$ cat src/rtl/fifo_ctrl_32x8.sv
// Single-port FIFO controller sequencing a 32x8 latch RAM as a circular buffer.
// One writer and one reader share the RAM port through req/ack and round-robin arbitration.
module fifo_ctrl_32x8 #(
    parameter int unsigned DATA_W = 8,
    parameter int unsigned ADDR_W = 5,
    parameter int unsigned DEPTH  = 32
) (
    input  logic              clk,
    input  logic              rst_n,
    input  logic              wr_req,
    input  logic [DATA_W-1:0] wr_data,
    output logic              wr_ack,
    input  logic              rd_req,
    output logic              rd_ack,
    output logic [DATA_W-1:0] rd_data,
    output logic              full,
    output logic              empty,
    output logic [ADDR_W:0]   fill_count,
    output logic [ADDR_W-1:0] ram_address,
    output logic [DATA_W-1:0] ram_data,
    output logic              ram_write_enable,
    output logic              ram_chip_select,
    input  logic [DATA_W-1:0] ram_output
);

    typedef enum logic [1:0] {StIdle, StWr, StRd} state_e;

    localparam logic [ADDR_W:0] DepthCount = (ADDR_W + 1)'(DEPTH);

    state_e            state_q;
    logic [ADDR_W-1:0] wr_ptr_q;
    logic [ADDR_W-1:0] rd_ptr_q;
    logic [ADDR_W:0]   count_q;
    logic              last_grant_wr_q;
    logic              wr_elig;
    logic              rd_elig;
    logic              grant_wr;
    logic              grant_rd;

    assign fill_count = count_q;
    assign full       = (count_q == DepthCount);
    assign empty      = (count_q == '0);

    // The ack mask keeps a side from being re-granted in the cycle it sees its ack.
    assign wr_elig  = wr_req && !full && !wr_ack;
    assign rd_elig  = rd_req && !empty && !rd_ack;
    assign grant_wr = wr_elig && (!rd_elig || !last_grant_wr_q);
    assign grant_rd = rd_elig && !grant_wr;

    always_ff @(posedge clk or negedge rst_n) begin
        if (!rst_n) begin
            state_q          <= StIdle;
            wr_ptr_q         <= '0;
            rd_ptr_q         <= '0;
            count_q          <= '0;
            last_grant_wr_q  <= 1'b0;
            wr_ack           <= 1'b0;
            rd_ack           <= 1'b0;
            rd_data          <= '0;
            ram_address      <= '0;
            ram_data         <= '0;
            ram_write_enable <= 1'b0;
            ram_chip_select  <= 1'b0;
        end else begin
            wr_ack <= 1'b0;
            rd_ack <= 1'b0;
            unique case (state_q)
                StIdle: begin
                    if (grant_wr) begin
                        ram_address      <= wr_ptr_q;
                        ram_data         <= wr_data;
                        ram_chip_select  <= 1'b1;
                        ram_write_enable <= 1'b1;
                        last_grant_wr_q  <= 1'b1;
                        state_q          <= StWr;
                    end else if (grant_rd) begin
                        ram_address      <= rd_ptr_q;
                        ram_chip_select  <= 1'b1;
                        ram_write_enable <= 1'b0;
                        last_grant_wr_q  <= 1'b0;
                        state_q          <= StRd;
                    end
                end
                StWr: begin
                    ram_chip_select  <= 1'b0;
                    ram_write_enable <= 1'b0;
                    wr_ptr_q         <= wr_ptr_q + 1'b1;
                    count_q          <= count_q + 1'b1;
                    wr_ack           <= 1'b1;
                    state_q          <= StIdle;
                end
                StRd: begin
                    ram_chip_select  <= 1'b0;
                    ram_write_enable <= 1'b0;
                    rd_data          <= ram_output;
                    rd_ptr_q         <= rd_ptr_q + 1'b1;
                    count_q          <= count_q - 1'b1;
                    rd_ack           <= 1'b1;
                    state_q          <= StIdle;
                end
                default: begin
                    ram_chip_select  <= 1'b0;
                    ram_write_enable <= 1'b0;
                    state_q          <= StIdle;
                end
            endcase
        end
    end

endmodule
$ cat config.mk
export PLATFORM = sky130hd
export DESIGN_NAME = fifo_ctrl_32x8
export DESIGN_NICKNAME = d
export VERILOG_FILES = /design/src/rtl/fifo_ctrl_32x8.sv
export SDC_FILE = /design/constraint.sdc
export NUM_CORES = 1
export LEC_CHECK = 0
export CELL_PAD_IN_SITES_DETAIL_PLACEMENT = 2
export CELL_PAD_IN_SITES_GLOBAL_PLACEMENT = 2
export CORE_ASPECT_RATIO = 1.4
export CORE_MARGIN = 1
export CORE_UTILIZATION = 32
export DETAILED_ROUTE_END_ITERATION = 10
export GPL_TIMING_DRIVEN = 0
export PLACE_DENSITY_LB_ADDON = 0.08
export SYNTH_ARGS = -nofsm -noshare
export SYNTH_HDL_FRONTEND = slang
export SYNTH_SLANG_ARGS = --single-unit
export TNS_END_PERCENT = 5
$ cat constraint.sdc
create_clock -name clk -period 2.9 [get_ports clk]
set_input_delay 0.725 -clock clk [delete_from_list [all_inputs] [get_ports clk]]
set_output_delay 0.725 -clock clk [all_outputs]
set_load 0.05 [all_outputs]
==> summary.md <==
| Metric | Value |
|---|---|
| CP startpoint kind | register |
| Final min period | between 2 and 3 ns |
| CTS buffer count | 5 |
| Total negative slack | 0 ns |
| Yosys warning count | 0 |
| Final ANT Viol Nets | 0 |
| Synth Instances | roughly 180 |
| Vias | 1657 |
| Post-synth top flop | dfrtp_1 |
| Total congestion overflow | 0 |
| Yosys top cell by area | dfrtp_1 |
| Post-synth top cells | 43 x dfrtp_1, 11 x mux2_2, 10 x a31oi_1 |
| Post-DP HPWL | roughly 4.4 mm |
| Vias per Instance | 5.294 |
| Yosys top cell area share | 49.74% |
| Antenna cells | 0 |
| CTS tree | yes |
| Synth cell types | between 40 and 50 |
| Number of enable flip-flop cells after synthesis | 0 |
| Data arrival, critical path | ~2.1 ns |
| Die width | 71.49 µm |
| Initial core utilization | 32.93% |
| Filler cells | 675 |
| Drt total wl | 5.686 mm |
| Max Slew Vio Count | 0 |
| Slew headroom | around 60% |
| Die area | 7098 µm² |
| Netlist Area Pre-Place | 2163 µm² |
| Vias in the first global route | 1853 |
| CTS Root Cell | clkbuf_8 |
| Layout area overhead | 34.76% |
| I/O Buffers | 52 |
| Register area | 1076 µm² |
| DR pass1 iterations | 4 |
| Min Hold Slack | 0.4093 ns |
| Fin. Hold Viols | 0 |
| Die Y | 99.29 µm |
| Critical Path End Type | output pin |
| Clock slew at reported path FFs | 0.09 ns |
| Core area | between 6000 and 7000 µm² |
| Drc violations | 0 |
| Maximum operating frequency | ~0.36 GHz |
| Bufs on Longest Clock Path | 2 |
| Syn avg cell area | 12.29 µm² |
| Post-route cell area | just under 3000 µm² |
| Syn Nets | 203 |
| Gpl congestion | 0.7453 |
| Sequential share of the synthesized area | 49.74% |
| Layout cell share with drive strength beyond 1 | 20.92% |
| RSZ-0062 raised after global routing | false |
| Final setup violation count | 0 |
| Drt wl/cell | 18.17 µm |
| Worst-Margin Slew | 0.5866 ns |
| Clock Skew | 0.009253 ns |
| HP Class | primary input to asynchronous set/reset pin |
| First-pass GRT wire length | between 9 and 10 mm |
| Area post-placement | 2804 µm² |
| Std-Cell Rows | 35 |
| Fin crit share | approximately 96% |
| Overall global routing resource usage | about 18% |
| Multi-input gate area | 1006 µm² |
| # Max-Cap Violations | 0 |
| Top-count cell post-synth | dfrtp_1 |
| CP required | 2.17 ns |
| Ys async rst share | 100.0% |
| CP max FO | 8 |
| Clk Latency, worst-skew pair | 0.30 ns |
| Outcome | finished, final reports clean |
| Post-CTS Hold Buffers | 0 |
| CTS sink count | 43 |
| Pin count of the biggest net entering global routing | 23 |
| I/O pin count | 53 |
| Nets | 265 |
| Area contributors post-synth | dfrtp_1 50%, mux2_2 5.7%, mux2_4 5.6% |
| CTS H-tree lvls | 2 |
| CP Class | register to output pin |
| Initial antenna violation count | 0 |
| Iteration-0 DRC Markers | 57 |
| Post-synthesis register bit count | 43 |
through the flow:
stage          setup WS (ns)  util [%]  std cells
2_1_floorplan         0.1688         -        176
5_1_grt              0.03829     44.38        313
3_3_place_gp         -0.1312     42.34        302
4_1_cts              0.01816     44.15        311
3_5_place_dp         0.02439     42.69        303
6_report              0.1252     44.38        313
flip-flops by register name (all words and copies together), names as in the netlist:
signal	count
ram_data	8
wr_ack	1
ram_address	5
last_grant_wr_q	1
fill_count	6
wr_ptr_q	5
rd_ptr_q	5
ram_chip_select	1
rd_ack	1
rd_data	8
state_q	2
per-layer routing:
layer  global-route usage, %  up-vias  share of wire, %
met3                   3.040        9               2.9
met2                   32.16       41                56
met4                   6.335        0               2.0
met5                       0        -                 0
li1                        -      766                 -
met1                   20.12      841                39
placed cells by master (no fill, tap or decap), drive strengths merged, types with 6 or more instances in the layout:
master	instances
a31oi	11
buf	9
clkbuf	11
clkdlybuf4s50	49
dfrtp	43
ha	7
inv	9
mux2	19
nand2	7
nand3	6
o21ai	8
xnor2	8
critical path, cell delays in order (launching register included):
cell and delay (ns):
dfrtp_1 0.52, nor4_4 0.48, and3_2 0.24, dlygate4sd2_1 0.52
path summary, 6_finish.rpt:
path	startpoint	to	slack, ns	cells past startpoint
max	fill_count[0]	full	0.13	3
min	rst_n	rd_data[6]	0.41	1
max reg2reg	state_q[0]	fill_count[4]	0.37	9
min reg2reg	rd_ptr_q[4]	rd_ptr_q[4]	0.47	1
max in group asynchronous	rst_n	fill_count[3]	1.98	2
min in group clk	rd_ptr_q[4]	rd_ptr_q[4]	0.47	1
cells by family (layout without fill, tap and decap cells):
family          Yosys count  count (layout)  share of synthesized area [%]
mux                      19              19                          11.28
xor+xnor                 13              13                          5.263
simple gates             36              36                          11.05
compound gates           40              40                          14.63
buf+inv                  18              81                          3.990
fa+ha+maj                 7               7                          4.048
flops                    43              43                          49.74
layout make-up:
class / count / area share (%)
Timing Repair Buffer: 55 / 19.14
Sequential cell: 43 / 36.91
Clock inverter: 2 / 0.4721
Tap cell: 74 / 3.176
Clock buffer: 6 / 2.833
Inverter: 8 / 1.030
Buffer: 10 / 1.931
Multi-Input combinational cell: 115 / 34.51
repair_timing:
item                                    in CTS  in global routing
hold endpoints to repair                     0                  0
gates resized for setup                      4                  0
endpoints found under the setup margin       2                  1
setup buffers                                0                  2
pin swaps                                    0                  1
Power is left out: the tool's default activity adds up to more than one toggle a clock period on the data nets, which glitch-free logic cannot reach.
